<file path="config.mk">
export PLATFORM = sky130hd
export DESIGN_NAME = vx_stream_rr_arb
export DESIGN_NICKNAME = d
export VERILOG_FILES = /design/src/rtl/vx_stream_rr_arb.sv
export SDC_FILE = /design/constraint.sdc
export NUM_CORES = 1
export LEC_CHECK = 0
export BUFFER_PORTS_ARGS = -buffer_cell sky130_fd_sc_hd__buf_2
export CAP_MARGIN = 40
export CORE_UTILIZATION = 42
export DETAILED_ROUTE_END_ITERATION = 10
export HOLD_SLACK_MARGIN = 0.03
export PLACE_DENSITY = 0.82
export SYNTH_ARGS = -nofsm -noshare
export SYNTH_HDL_FRONTEND = slang
export SYNTH_SLANG_ARGS = --single-unit
</file>
<file path="constraint.sdc">
create_clock -name clk -period 2.9 [get_ports clk]
set_input_delay 0.145 -clock clk [delete_from_list [all_inputs] [get_ports clk]]
set_output_delay 0.145 -clock clk [all_outputs]
set_load 0.03 [all_outputs]
</file>
<file path="src/rtl/vx_stream_rr_arb.sv">
// Round-robin merge of NUM_REQS valid/ready streams into one registered output stage.
// With LOCK_PKT=1 a requester keeps the grant until it transfers a beat carrying last_in.
module vx_stream_rr_arb #(
   parameter int NUM_REQS = 4,
   parameter int DATAW    = 32,
   parameter bit LOCK_PKT = 1'b1,
   localparam int LOGW    = (NUM_REQS > 1) ? $clog2(NUM_REQS) : 1
) (
   input  logic                      clk,
   input  logic                      reset,
   input  logic [NUM_REQS-1:0]       valid_in,
   input  logic [NUM_REQS*DATAW-1:0] data_in,
   input  logic [NUM_REQS-1:0]       last_in,
   output logic [NUM_REQS-1:0]       ready_in,
   output logic                      valid_out,
   output logic [DATAW-1:0]          data_out,
   output logic                      last_out,
   output logic [LOGW-1:0]           sel_out,
   input  logic                      ready_out
);

   logic [LOGW-1:0]  ptr_q, ptr_d;
   logic             locked_q, locked_d;
   logic [LOGW-1:0]  lock_idx_q, lock_idx_d;
   logic             valid_q, valid_d;
   logic [DATAW-1:0] data_q, data_d;
   logic             last_q, last_d;
   logic [LOGW-1:0]  sel_q, sel_d;

   logic [LOGW-1:0]  cand;
   logic [LOGW-1:0]  cand_inc;
   logic [DATAW-1:0] cand_data;
   logic             cand_last;
   logic             search_hit;
   logic             can_load;
   logic             xfer;

   assign can_load = ~valid_q | ready_out;

   // Rotating search as two linear passes: indices at/after ptr first, then the wrapped ones.
   always_comb begin
      cand       = ptr_q;
      search_hit = 1'b0;
      if (locked_q) begin
         cand = lock_idx_q;
      end else begin
         for (int i = 0; i < NUM_REQS; i++) begin
            if (!search_hit && valid_in[i] && (LOGW'(i) >= ptr_q)) begin
               search_hit = 1'b1;
               cand       = LOGW'(i);
            end
         end
         for (int i = 0; i < NUM_REQS; i++) begin
            if (!search_hit && valid_in[i] && (LOGW'(i) < ptr_q)) begin
               search_hit = 1'b1;
               cand       = LOGW'(i);
            end
         end
      end
   end

   always_comb begin
      cand_data = '0;
      cand_last = 1'b0;
      for (int i = 0; i < NUM_REQS; i++) begin
         if (cand == LOGW'(i)) begin
            cand_data = data_in[i*DATAW +: DATAW];
            cand_last = last_in[i];
         end
      end
   end

   generate
      for (genvar gi = 0; gi < NUM_REQS; gi++) begin : g_ready
         assign ready_in[gi] = can_load & (cand == LOGW'(gi)) & (locked_q | valid_in[gi]);
      end
   endgenerate

   assign xfer     = |(valid_in & ready_in);
   assign cand_inc = (cand == LOGW'(NUM_REQS - 1)) ? '0 : cand + LOGW'(1);

   always_comb begin
      valid_d    = valid_q;
      data_d     = data_q;
      last_d     = last_q;
      sel_d      = sel_q;
      ptr_d      = ptr_q;
      locked_d   = locked_q;
      lock_idx_d = lock_idx_q;
      if (can_load) begin
         valid_d = xfer;
         if (xfer) begin
            data_d = cand_data;
            last_d = cand_last;
            sel_d  = cand;
         end
      end
      // Mid-packet beats pin the grant; the pointer only advances once the packet closes.
      if (xfer) begin
         if (!LOCK_PKT || cand_last) begin
            ptr_d    = cand_inc;
            locked_d = 1'b0;
         end else begin
            locked_d   = 1'b1;
            lock_idx_d = cand;
         end
      end
   end

   always_ff @(posedge clk) begin
      if (!reset) begin
         ptr_q      <= '0;
         locked_q   <= 1'b0;
         lock_idx_q <= '0;
         valid_q    <= 1'b0;
         data_q     <= '0;
         last_q     <= 1'b0;
         sel_q      <= '0;
      end else begin
         ptr_q      <= ptr_d;
         locked_q   <= locked_d;
         lock_idx_q <= lock_idx_d;
         valid_q    <= valid_d;
         data_q     <= data_d;
         last_q     <= last_d;
         sel_q      <= sel_d;
      end
   end

   assign valid_out = valid_q;
   assign data_out  = data_q;
   assign last_out  = last_q;
   assign sel_out   = sel_q;

endmodule

</file>
# Yosys cells after proc, flatten, opt, wreduce, memory -nomap -nowiden
# Cells that the tools add are included.
dict set report op_classes {
  div_mod_pow 0
  n_eq_ne 3
  n_mux 33
  order_cmp 8
  mul 0
  reduce_logical 27
  addsub 1
  bitwise_logic 16
  n_shift 0
}
# operator n
set ops {}
lappend ops {{two-way mux 32 bit} 4}
lappend ops {{two-way mux 2 bit} 10}
lappend ops {{two-way mux 1 bit} 19}
lappend ops {{logical AND 1 bit} 15}
lappend ops {{AND 1 bit} 8}
lappend ops {{logical NOT 1 bit} 7}
lappend ops {{AND reduction 2 bit} 3}
lappend ops {{OR 1 bit} 5}
lappend ops {{AND 4 bit} 1}
lappend ops {{equality test 2 bit, second input constant} 2}
lappend ops {{>= comparator 1 x 2 -> 1 bit, first input constant} 2}
lappend ops {{>= comparator 2 bit, first input constant} 2}
lappend ops {{less-than comparator 1 x 2 -> 1 bit, first input constant} 2}
lappend ops {{less-than comparator 2 bit, first input constant} 2}
lappend ops {{OR reduction 4 bit} 1}
lappend ops {{adder 2 x 1 -> 2 bit, second input constant} 1}
lappend ops {{equality test 2 x 1 -> 1 bit, second input constant} 1}
lappend ops {{logical NOT 2 bit} 1}
lappend ops {{NOT 1 bit} 2}
dict set report word_totals {
  output_inout_bits 40
  reg_bits 41
  ramBits 0
  rom_bits 0
  latch_bits 0
  n_memories 0
}

# Depth between registers and ports, before layout
# Gate-level depths: netlist of run 1.
dict set report logic_depth {
  depth_word 46
  ltp_mapped 11
}

# Least setup slack after synthesis of run 1
# OpenSTA, ideal clock, no wires.
dict set report synth_timing {
  kind {flip-flop to output port}
  from {register ptr_q[0]}
  to {output port ready_in[3]}
  t_required_ns 2.755
  arrival_ns 2.300
  stages_incl_launch_ff 10
  slack_ns 0.455
  cell_sequence {dfxtp_1 -> and2b_1 -> o21bai_1 -> a41oi_4 -> inv_2 -> ha_1 -> buf_2 -> clkbuf_1 -> o21ai_0 -> nor2_1}
}
dict set report synth_via {
  elab_chain_len 42
}
# element line
set synth_lines {}
lappend synth_lines {{start: declaration} 22} ;# logic [LOGW-1:0] ptr_q, ptr_d;
lappend synth_lines {{start signal: assignment} 120} ;# ptr_q <= ptr_d;
lappend synth_lines {{>= comparator 1 x 2 -> 1 bit} 48} ;# if (!search_hit && valid_in[i] && (LOGW'(i) >= ptr_q)) begin
lappend synth_lines {{logical AND 1 bit} 48}
lappend synth_lines {{two-way mux 1 bit} 48}
lappend synth_lines {{two-way mux 1 bit} 44} ;# if (locked_q) begin
lappend synth_lines {{logical NOT 1 bit} 48}
lappend synth_lines {{logical AND 1 bit (2 in a row)} 48}
lappend synth_lines {{two-way mux 1 bit} 48}
lappend synth_lines {{two-way mux 1 bit} 44}
lappend synth_lines {{(+24 left out)} -}
lappend synth_lines {{two-way mux 1 bit} 44}
lappend synth_lines {{logical NOT 1 bit} 54} ;# if (!search_hit && valid_in[i] && (LOGW'(i) < ptr_q)) begin
lappend synth_lines {{logical AND 1 bit (2 in a row)} 54}
lappend synth_lines {{two-way mux 2 bit *} 54}
lappend synth_lines {{two-way mux 2 bit *} 44}
lappend synth_lines {{net cand[0]} 30} ;# logic [LOGW-1:0] cand;
lappend synth_lines {{equality test 2 bit *} 75} ;# assign ready_in[gi] = can_load & (cand == LOGW'(gi)) & (locked_q | valid_in[gi]);
lappend synth_lines {{AND 1 bit * (2 in a row)} 75}
lappend synth_lines {{end: declaration} 14} ;# output logic [NUM_REQS-1:0] ready_in,
# The timed path passes the listed nets; every way through them passes the cells marked *. The select of a mux whose other input is x is not followed.

# Final worst setup path of run 1
dict set report layout_timing {
  from {register ptr_q[0]}
  to {register ptr_q[0]}
}
dict set report layout_via {
  elab_chain_len 45
}
# element line
set layout_lines {}
lappend layout_lines {{>= comparator 1 x 2 -> 1 bit} 48}
lappend layout_lines {{logical AND 1 bit} 48}
lappend layout_lines {{two-way mux 1 bit} 48}
lappend layout_lines {{two-way mux 1 bit} 44}
lappend layout_lines {{logical NOT 1 bit} 48}
lappend layout_lines {{logical AND 1 bit (2 in a row)} 48}
lappend layout_lines {{two-way mux 1 bit} 48}
lappend layout_lines {{two-way mux 1 bit} 44}
lappend layout_lines {{(+28 left out)} -}
lappend layout_lines {{two-way mux 2 bit *} 54}
lappend layout_lines {{two-way mux 2 bit *} 44}
lappend layout_lines {{net cand[1]} 30}
lappend layout_lines {{equality test 2 x 1 -> 1 bit, or another cell as far along} {66, 75}}
lappend layout_lines {{AND 1 bit or two-way mux 1 bit (tied branches) (2 in a row)} {75, 66}}
lappend layout_lines {{AND 4 bit or two-way mux 1 bit (tied branches)} {79, 66}}
lappend layout_lines {{OR reduction 4 bit or two-way mux 1 bit (tied branches)} {79, 66}}
lappend layout_lines {{AND reduction 2 bit (no source line)} -}
# Marks and branches as above.
# A chain may end at the register's enable or synchronous reset.

==> flow_metrics.tcl, run 1 <==
set metrics [dict create \
    status "complete, no violations" \
    grt_antenna_before_repair 0 \
    slew_headroom 0.570 \
    diodes 0 \
    h-tree-depth 2 \
    ctsHoldBuffers 0 \
    synthMuxAreaShare 0 \
    clkSinkCount 41 \
    fin_nets 640 \
    r2r_slack_ns 0.13 \
    cp-end-kind "flip-flop" \
    max_freq_mhz 361 \
    boundaryPins 179 \
    drv_slew 0 \
    async_reset_ff_frac 0 \
    worstPathRequired_ns 3.10 \
    die_area_um2 6670 \
    fin_skew_ns 0.00342 \
    cpPeakStageDelay_ns 0.43 \
    cpMaxStageDelayCell "dfxtp_1" \
    p_sw_mw 2.30 \
    place_congestion 0.856 \
    cts_root_buf "clkbuf_8" \
    finalNonFillerCells 573 \
    finalSetupTns_ns 0 \
    yosys.area_share.simple 0.105 \
    die_h_um 81.7 \
    synth_edf_count 0 \
    cts.clk_slew.worst_paths_ns 0.07 \
    dieWidth_um 81.7 \
    hold_viol_final 0 \
    drive_gt1_frac 0.412 \
    tightest_slew_ns 0.646 \
    period_share 0.956 \
    worstPathArrival_ns 2.97 \
    synth_compound_area_frac 0.445 \
    setup_viol 0 \
    netSwitchingFraction 0.501 \
    combinationalPowerShare 0.703 \
    path_cells "nand3b_1 > a311o_1 > a31oi_4 > inv_1 > ha_2 > buf_12 > nor3b_1 > a211oi_2 > nand2_1 > o31ai_2" \
    wirelength_mm 8.67 \
    seq_power_share 0.220 \
    grt_pass1_wl_mm 13.5 \
    ys_seq_elements 41 \
    yosys.area_share.adder 0.0188 \
    core_um2 6030 \
    io_buffer_count 178 \
    vias_per_cell 5.73 \
    post-route-util 0.611 \
    grt_max_degree 63 \
    fin_crit_ns 2.77 \
    place_inst 565 \
    grt_use_total 0.259 \
    drt_first_iter_violations 168 \
    post_drt_wl_per_cell_um 15.1 \
    p_total_mw 4.60 \
    cap_violations 0 \
    clkLatencyLatePin_ns 0.28 \
    powerDensity_nw_per_um2 1250 \
    power.internal_mw 2.30 \
    syn_avg_cell_area_um2 7.92 \
    critPathLaunchType "flip-flop" \
    drt_pass1_iterations 4 \
    synth_flop_cell "dfxtp_1" \
    cts_buffers 5 \
    via_count 3283 \
    synthesis.area_um2 2670 \
    p_leak_nw 1.83 \
    route.detailed.drc 0 \
    yosys-top-cells-area "dfxtp_1 (31%), a211o_1 (11%), a221oi_1 (10%)" \
    vdd_drop_max_v 0.000796 \
    grt_overflow 0 \
    syn_to_final_growth_pct 38.1 \
    rsz0062_at_grt "true" \
    min_path_type "primary input to flip-flop" \
    synth-xor-area-share 0 \
    synth_top_area_cell "dfxtp_1" \
    synthCells 337 \
    grt_pass1_vias 3104 \
    yosys_warnings 0 \
    worstSetupPathType "flip-flop to flip-flop" \
    synth_top_family_by_area "compound AO/OA/AOI/OAI gates" \
    place_area_um2 3570 \
    cts_buffer_depth 2 \
    cts_tree "done" \
    yosysUniqueCellTypes 39 \
    fin_area_um2 3680 \
    clockPowerShare 0.076 \
    cp_max_fo 62 \
    syn_nets 480 \
    post-dp-hpwl_mm 6.35 \
    drtAntennaViolNets 0 \
    ys_seq_area_frac 0.308 \
    row_count 28 \
    synth_top_cell_area_share 0.308 \
    start_util 0.443 \
]
worst max-delay path: cells and delay by family (launching register included):
kind / cells / cell delay, ns
flops: 1 / 0.43
buf+inv: 2 / 0.31
simple gates: 3 / 0.48
compound gates: 4 / 1.18
fa+ha+maj: 1 / 0.25
state kept, by name, indices dropped and copies added, names as in the netlist:
name	count
data_out	32
ptr_q	2
lock_idx_q	2
last_out	1
sel_out	2
valid_out	1
locked_q	1
layer usage:
layer	up-vias	global-route usage	part of all wire
li1	1588	-	-
met1	1527	0.297	0.41
met2	152	0.465	0.51
met3	16	0.0556	0.065
met4	0	0.102	0.021
met5	-	0	0
final cells by class:
class / count / area (um^2)
clock buffer: 8 / 80.1
fill: 546 / 2340
inverter: 36 / 135
multi-input combinational: 225 / 1550
sequential: 41 / 822
tap: 75 / 93.8
timing repair buffer: 188 / 1000
per-stage QoR:
step	setup slack [ns]	hold slack [ns]
2_1_floorplan	0.455	0.300
5_1_grt	-0.0188	0.120
4_1_cts	0.0631	0.114
3_5_place_dp	0.0195	0.421
3_3_place_gp	0.246	0.416
6_report	0.127	0.125
path summary, 6_finish.rpt:
check / cells past startpoint / from / to
min reg2reg: 2 / last_out$_SDFFE_PN0P_ / last_out$_SDFFE_PN0P_
min: 3 / data_in[107] / data_out[11]$_SDFFE_PN0P_
max: 10 / ptr_q[0]$_SDFFE_PN0P_ / ptr_q[0]$_SDFFE_PN0P_
max reg2reg: 10 / ptr_q[0]$_SDFFE_PN0P_ / ptr_q[0]$_SDFFE_PN0P_
cell usage in the layout, fill, tap and decap left out, drive strengths merged, types with 2 or more instances in the layout:
cell type	netlist	final
o21bai	2	2
and2	2	2
nor2	7	7
inv	36	36
a211o	34	34
a221oi	31	31
a22oi	2	2
o211ai	2	2
nand3b	2	2
nor2b	6	6
a31oi	33	33
a21oi	7	7
a211oi	3	3
clkbuf	18	8
buf	17	188
ha	4	4
nand2	35	35
dfxtp	41	41
nor3b	3	3
o21ai	41	41
logic make-up (layout without fill, tap and decap cells):
group           Yosys count  after routing
simple gates             59             59
buf+inv                  71            232
flops                    41             41
fa+ha+maj                 4              4
compound gates          162            162
cell usage after synthesis (3+ instances only):
cell	instances
clkbuf_1	18
a21oi_1	6
a31oi_1	32
buf_6	6
a211o_1	34
ha_1	4
o21ai_1	10
nor3b_1	3
dfxtp_1	41
inv_1	35
o21ai_0	31
buf_2	9
nor2_1	7
a221oi_1	31
nand2_1	35
nor2b_1	5
power by group through the flow:
| stage | clock (mW) | combinational (mW) | sequential [mW] |
|---|---|---|---|
| 3_5_place_dp | 0 | 3.18 | 1.02 |
| 6_report | 0.351 | 3.24 | 1.01 |
| 4_1_cts | 0.367 | 3.20 | 1.01 |
| 5_1_grt | 0.392 | 3.52 | 1.05 |
| 3_3_place_gp | 0 | 3.11 | 1.01 |
| 2_1_floorplan | 0 | 1.98 | 1.49 |
what timing repair did:
item,4_1_cts,5_1_grt
pin swaps,0,1
resized for setup,1,6
buffers inserted,0,0
endpoints found under the setup margin,1,10
Note: power is estimated with default switching activity, not from simulation.
==> run 2, diff against run 1 <==
--- a/config.mk
+++ b/config.mk
@@ -5,12 +5,14 @@
 export SDC_FILE = /design/constraint.sdc
 export NUM_CORES = 1
 export LEC_CHECK = 0
+export ABC_AREA = 1
 export BUFFER_PORTS_ARGS = -buffer_cell sky130_fd_sc_hd__buf_2
-export CAP_MARGIN = 40
-export CORE_UTILIZATION = 42
+export CAP_MARGIN = 20
+export CORE_UTILIZATION = 43
 export DETAILED_ROUTE_END_ITERATION = 10
 export HOLD_SLACK_MARGIN = 0.03
-export PLACE_DENSITY = 0.82
+export PLACE_DENSITY = 0.83
+export SLEW_MARGIN = 20
 export SYNTH_ARGS = -nofsm -noshare
 export SYNTH_HDL_FRONTEND = slang
 export SYNTH_SLANG_ARGS = --single-unit
==> run 2 against run 1 <==
Net effect:
- combinational power is 40% higher
- clock skew up 0.0047 ns
- worst setup slack gained 0.071 ns
- non-clock buffer count up 7
- total power rose by 30%
- critical path depth up 8
- register-to-register slack improved by 0.07 ns
- synthesized area rose by 2.8%
- sequential cell count stayed put
- clock power grew 33%
- critical path type unchanged
==> flow_metrics.tcl, run 2 <==
set metrics [dict create \
    status "complete, no violations" \
    drt_pass1_iterations 4 \
    drt_first_iter_violations 207 \
    finalNonFillerCells 701 \
    worstSetupPathType "flip-flop to flip-flop" \
    tightest_slew_ns 0.591 \
    fin_area_um2 3890 \
    seq_power_share 0.169 \
    grt_overflow 0 \
    reg2reg_from "ptr_q[0]$_SDFFE_PN0P_" \
    row_count 28 \
    p_leak_nw 2.00 \
    cts_buffer_depth 2 \
    io_buffer_count 178 \
    ys_seq_area_frac 0.299 \
    grt_max_degree 38 \
    cts_tree "done" \
    final_common_cell "buf_2" \
    dieWidth_um 81.8 \
    place_area_um2 3670 \
    boundaryPins 179 \
    wirelength_mm 9.14 \
    ys_seq_elements 41 \
    powerDensity_nw_per_um2 1540 \
    drive_gt1_frac 0.348 \
    clkLatencyLatePin_ns 0.28 \
    grt_antenna_before_repair 0 \
    core_um2 6030 \
    grt_pass1_wl_mm 13.4 \
    h-tree-depth 2 \
    cp-end-kind "flip-flop" \
    wl_met3_um 763 \
    synthCells 458 \
    cts.clk_slew.worst_paths_ns 0.08 \
    met1_length_mm 3.69 \
    drtAntennaViolNets 0 \
    yosys_warnings 0 \
    top_layer "met4" \
    grt_use_total 0.263 \
    syn_to_final_growth_pct 41.9 \
    critPathLaunchType "flip-flop" \
    layout_common_cells "buf_2 (178), nand2_1 (90), o21ai_0 (89), nor2_1 (76), dfxtp_1 (40)" \
    fin_crit_ns 2.70 \
    synth_flop_cell "dfxtp_1" \
    max_freq_mhz 370 \
    cts_buffers 5 \
    route.detailed.drc 0 \
    die_h_um 81.8 \
    synth_top_area_cell "dfxtp_1" \
    worstRegToRegCells 18 \
    yosysUniqueCellTypes 24 \
    vias_per_cell 5.22 \
    whs_path_depth 4 \
    syn_nets 601 \
    min_path_type "primary input to flip-flop" \
    n_fill_cell 585 \
    post-dp-hpwl_mm 6.72 \
    start_util 0.455 \
    vdd_drop_max_v 0.000987 \
    clkSinkCount 41 \
    async_reset_ff_frac 0 \
    netSwitchingFraction 0.544 \
    largest_reg_flops 32 \
    synth_top_cell_area_share 0.299 \
    ctsHoldBuffers 0 \
    period_share 0.932 \
    cts_root_buf "clkbuf_8" \
    combinationalPowerShare 0.753 \
    clockPowerShare 0.078 \
    grt_pass1_vias 3008 \
    cp_max_fo 21 \
    hold_viol_final 0 \
    fin_nets 768 \
    fin_skew_ns 0.00809 \
    diodes 0 \
    holdPathEnd "valid_out$_SDFFE_PN0N_" \
    r2r_slack_ns 0.20 \
    syn_avg_cell_area_um2 5.99 \
    place_ws_ns 0.0889 \
    power.internal_mw 2.74 \
    drv_slew 0 \
    yosys-top-cells-area "dfxtp_1 (30%), o21ai_0 (17%), nand2_1 (12%)" \
    final.setup.worst_slack_ns 0.198 \
    worstPathRequired_ns 3.08 \
    crit_start "ptr_q[0]$_SDFFE_PN0P_" \
    place_inst 688 \
    worstPathArrival_ns 2.88 \
    synth_edf_count 0 \
    synthTopCellsByCount "nand2_1 (91), o21ai_0 (91), nor2_1 (76), dfxtp_1 (41)" \
    place_congestion 0.840 \
    cap_violations 0 \
    die_area_um2 6700 \
    slew_headroom 0.606 \
    post_drt_wl_per_cell_um 13.0 \
    r2r_end "data_out[18]$_SDFFE_PN0P_" \
    dr_wl_met2_mm 4.58 \
    p_sw_mw 3.27 \
    via_count 3659 \
    synthesis.area_um2 2740 \
    setup_viol 0 \
    hold_start "ready_out" \
    post-route-util 0.646 \
]
run 2: final cells by class:
| cell class | count | area, um^2 | share of cell area |
|---|---|---|---|
| flip-flops and latches | 41 | 822 | 0.211 |
| clock buffers | 7 | 86.3 | 0.0222 |
| clock inverters | 1 | 30.0 | 0.00772 |
| inverters | 18 | 75.1 | 0.0193 |
| well taps | 75 | 93.8 | 0.0241 |
| multi-input cells | 364 | 1700 | 0.437 |
| repair buffers | 195 | 1080 | 0.278 |
run 2: worst max-delay path: stages, from the launching register on:
cell and delay (ns):
dfxtp_1 0.38, nor2_1 0.06, nand2_1 0.07, nand2_1 0.08, a21oi_2 0.18, nand3_1 0.14
nand4_1 0.17, nand2_1 0.12, inv_1 0.14, ha_1 0.23, o21ai_0 0.10, nor2_1 0.13
nand2_1 0.08, nand2_2 0.12, nor2_8 0.06, buf_12 0.13, buf_6 0.17, o21ai_0 0.16
nor2_1 0.06
run 2: cell families (layout without fill, tap and decap cells):
family / after synthesis / count (layout) / synth area share
AOI/OAI and AO/OA: 144 / 144 / 0.266
adders and majority gates: 4 / 4 / 0.0183
DFF: 41 / 41 / 0.299
buffers and inverters: 53 / 221 / 0.0881
and+or+nand+nor: 216 / 216 / 0.328
run 2: worst max path at each step:
stage	to	slack, ns	cells after the start
global route	data_out[18]$_SDFFE_PN0P_	-0.03	18
global placement	data_out[0]$_SDFFE_PN0P_	0.30	18
floorplan	data_out[14]$_SDFFE_PN0P_	0.21	20
detailed placement	lock_idx_q[1]$_SDFFE_PN0P_	0.09	20
CTS	lock_idx_q[1]$_SDFFE_PN0P_	0.07	20
finish	data_out[18]$_SDFFE_PN0P_	0.20	18
run 2: metal layers:
metal | up-vias | GRT usage
li1 | 1857 | -
met1 | 1611 | 0.308
met2 | 183 | 0.475
met3 | 8 | 0.0578
met4 | 0 | 0.0772
met5 | - | 0
run 2: timing repair:
action | in CTS | in global routing
setup endpoints to repair | 0 | 41
buffers inserted | 0 | 5
resized for setup | 0 | 18
run 2: through the flow:
stage	setup TNS, ns	total power [mW]	hold slack (ns)
after global placement	0	5.15	0.458
after CTS	0	5.72	0.144
after floorplan	0	4.16	0.330
after detailed placement	0	5.24	0.451
final	0	6.00	0.145
after global routing	-0.0626	6.62	0.175
run 2: power groups by stage:
stage	logic (mW)	clock network [mW]	registers [mW]
after floorplan	2.64	0	1.52
after global placement	4.14	0	1.01
after detailed placement	4.21	0	1.03
after CTS	4.23	0.478	1.02
after global routing	5.06	0.502	1.05
final	4.52	0.468	1.02
==> run 3, diff against run 2 <==
--- a/config.mk
+++ b/config.mk
@@ -8,10 +8,10 @@
 export ABC_AREA = 1
 export BUFFER_PORTS_ARGS = -buffer_cell sky130_fd_sc_hd__buf_2
 export CAP_MARGIN = 20
-export CORE_UTILIZATION = 43
+export CORE_UTILIZATION = 46
 export DETAILED_ROUTE_END_ITERATION = 10
 export HOLD_SLACK_MARGIN = 0.03
-export PLACE_DENSITY = 0.83
+export PLACE_DENSITY = 0.87
 export SLEW_MARGIN = 20
 export SYNTH_ARGS = -nofsm -noshare
 export SYNTH_HDL_FRONTEND = slang
==> constraint.sdc (replaced) <==
create_clock -name clk -period 3.47 [get_ports clk]
set_input_delay 0.1735 -clock clk [delete_from_list [all_inputs] [get_ports clk]]
set_output_delay 0.1735 -clock clk [all_outputs]
set_load 0.03 [all_outputs]
==> run 3 against run 2 <==
Net effect:
- fmax is 14% lower
- utilization up 1.2 points
- critical endpoint is now ptr_q[1]$_SDFFE_PN0P_
- combinational power decreased by 23%
- cell area down 5.1%
==> flow_metrics.tcl, run 3 (same netlist as run 2, synthesis figures left out) <==
set metrics [dict create \
    place_area_um2 3610 \
    met2_usage 0.537 \
    post-route-util 0.658 \
    largest_reg_flops 32 \
    cts_tree "done" \
    die_h_um 79.2 \
    final_common_cell "buf_2" \
    clockPowerShare 0.062 \
    grt_pass1_wl_mm 14.3 \
    cp_num_buf_inv 5 \
    seq_power_share 0.185 \
    p_total_mw 4.60 \
    cpMaxStageDelayCell "dfxtp_1" \
    drt_pass1_iterations 5 \
    min_path_type "primary input to flip-flop" \
    timing.hold.ws_ns 0.176 \
    diodes 0 \
    place_ws_ns 0.331 \
    post-dp-hpwl_mm 6.51 \
    top_usage_layer "met2" \
    finalNonFillerCells 687 \
    clkLatencyLatePin_ns 0.28 \
    grt_overflow 0 \
    cts.clk_slew.worst_paths_ns 0.07 \
    boundaryPins 179 \
    worstSetupPathType "flip-flop to flip-flop" \
    n_fill_cell 545 \
    cap_violations 0 \
    drt_first_iter_violations 223 \
    cpPeakStageDelay_ns 0.37 \
    route.detailed.drc 0 \
    critPathLaunchType "flip-flop" \
    slew_headroom 0.618 \
    io_buffer_count 178 \
    setup_viol 0 \
    max_freq_mhz 320 \
    combinationalPowerShare 0.753 \
    grt_use_total 0.289 \
    worstPathRequired_ns 3.69 \
    grt_antenna_before_repair 0 \
    crit_path_frequent_cell "nand2_1" \
    cp-end-kind "flip-flop" \
    use_met3 0.0655 \
    place_congestion 0.868 \
    crit_family "simple AND/OR/NAND/NOR gates" \
    final.setup.worst_slack_ns 0.344 \
    core_um2 5610 \
    status "complete, no violations" \
    finalSetupTns_ns 0 \
    grt_pass1_vias 3234 \
    ctsHoldBuffers 0 \
    row_count 27 \
    vdd_drop_max_v 0.000692 \
    power.internal_mw 1.94 \
    fin_area_um2 3690 \
    fin_skew_ns 0.00481 \
    place_inst 680 \
    rsz0062_at_grt "false" \
    worstPathArrival_ns 3.35 \
    p_sw_mw 2.66 \
    post_cts_buffers 0 \
    cts_root_buf "clkbuf_8" \
    gr-usage-met1 0.325 \
    fin_nets 759 \
    post_drt_wl_per_cell_um 13.2 \
    drive_gt1_frac 0.330 \
    fin_crit_ns 3.13 \
    hold_viol_final 0 \
    syn_to_final_growth_pct 34.6 \
    cp_max_fo 37 \
    p_leak_nw 1.92 \
    path_cells "inv_2 > nand2_1 > nand2_1 > a21oi_2 > nand4_1 > nand2_1 > inv_1 > nand2_1 > nand2_1 > inv_1 > ha_1 > buf_4 > nand2_1 > nor2_1 > nand2_1 > nand2_2 > nor2_8 > inv_4 > nand2_2 > nor2_2 > nand2_1 > o21ai_1" \
    drtAntennaViolNets 0 \
    start_util 0.489 \
    netSwitchingFraction 0.578 \
    via_count 3631 \
    clkSinkCount 41 \
    period_share 0.901 \
    cts_resized 0 \
    dieWidth_um 79.2 \
    wirelength_mm 9.08 \
    drv_slew 0 \
    h-tree-depth 2 \
    die_area_um2 6270 \
    tightest_slew_ns 0.573 \
    cts_buffers 5 \
    cts_buffer_depth 2 \
    layout_common_cells "buf_2 (178), nand2_1 (91), o21ai_0 (91), nor2_1 (76), dfxtp_1 (41)" \
    vias_per_cell 5.29 \
    grt_max_degree 67 \
    powerDensity_nw_per_um2 1250 \
]
[run 3: cell types whose count changed in the layout (fill, tap and decap cells not counted), moves of 2 or more]
| cell | change |
|---|---|
| o21ai_1 | -2 |
| buf_6 | -5 |
| o21ai_0 | +2 |
| buf_12 | -3 |
[run 3: area by class of cell]
| cell class | count | area (um^2) | share of cell area |
|---|---|---|---|
| Clock buffer | 5 | 68.8 | 0.0186 |
| Tap cell | 72 | 90.1 | 0.0244 |
| Clock inverter | 1 | 5.00 | 0.00136 |
| Inverter | 18 | 70.1 | 0.0190 |
| Timing Repair Buffer | 185 | 943 | 0.256 |
| Sequential cell | 41 | 821 | 0.222 |
| Multi-Input combinational cell | 365 | 1690 | 0.459 |
[run 3: per-layer routing]
metal / share of wire / vias to the layer above
li1: - / 1840
met1: 0.42 / 1605
met2: 0.48 / 174
met3: 0.087 / 12
met4: 0.012 / 0
met5: 0 / -
[run 3: final timing paths]
check	startpoint	endpoint	slack, ns	cells past startpoint
worst min register to register	last_out$_SDFFE_PN0P_	last_out$_SDFFE_PN0P_	0.47	2
worst max register to register	ptr_q[1]$_SDFFE_PN0P_	ptr_q[1]$_SDFFE_PN0P_	0.34	22
worst max-delay path	ptr_q[1]$_SDFFE_PN0P_	ptr_q[1]$_SDFFE_PN0P_	0.34	22
worst min-delay path	ready_out	valid_out$_SDFFE_PN0N_	0.18	4
[run 3: worst min-delay path, delay by kind of cell]
family / cells / cell delay (ns)
buffers and inverters: 2 / 0.10
and+or+nand+nor: 1 / 0.07
AOI/OAI and AO/OA: 1 / 0.07
[run 3: power groups by stage]
| stage | clock [mW] | sequential (mW) | combinational [mW] |
|---|---|---|---|
| floorplan | 0 | 1.27 | 2.21 |
| global route | 0.314 | 0.882 | 3.92 |
| global placement | 0 | 0.853 | 3.33 |
| finish | 0.283 | 0.851 | 3.46 |
| CTS | 0.288 | 0.852 | 3.41 |
| detailed placement | 0 | 0.862 | 3.40 |
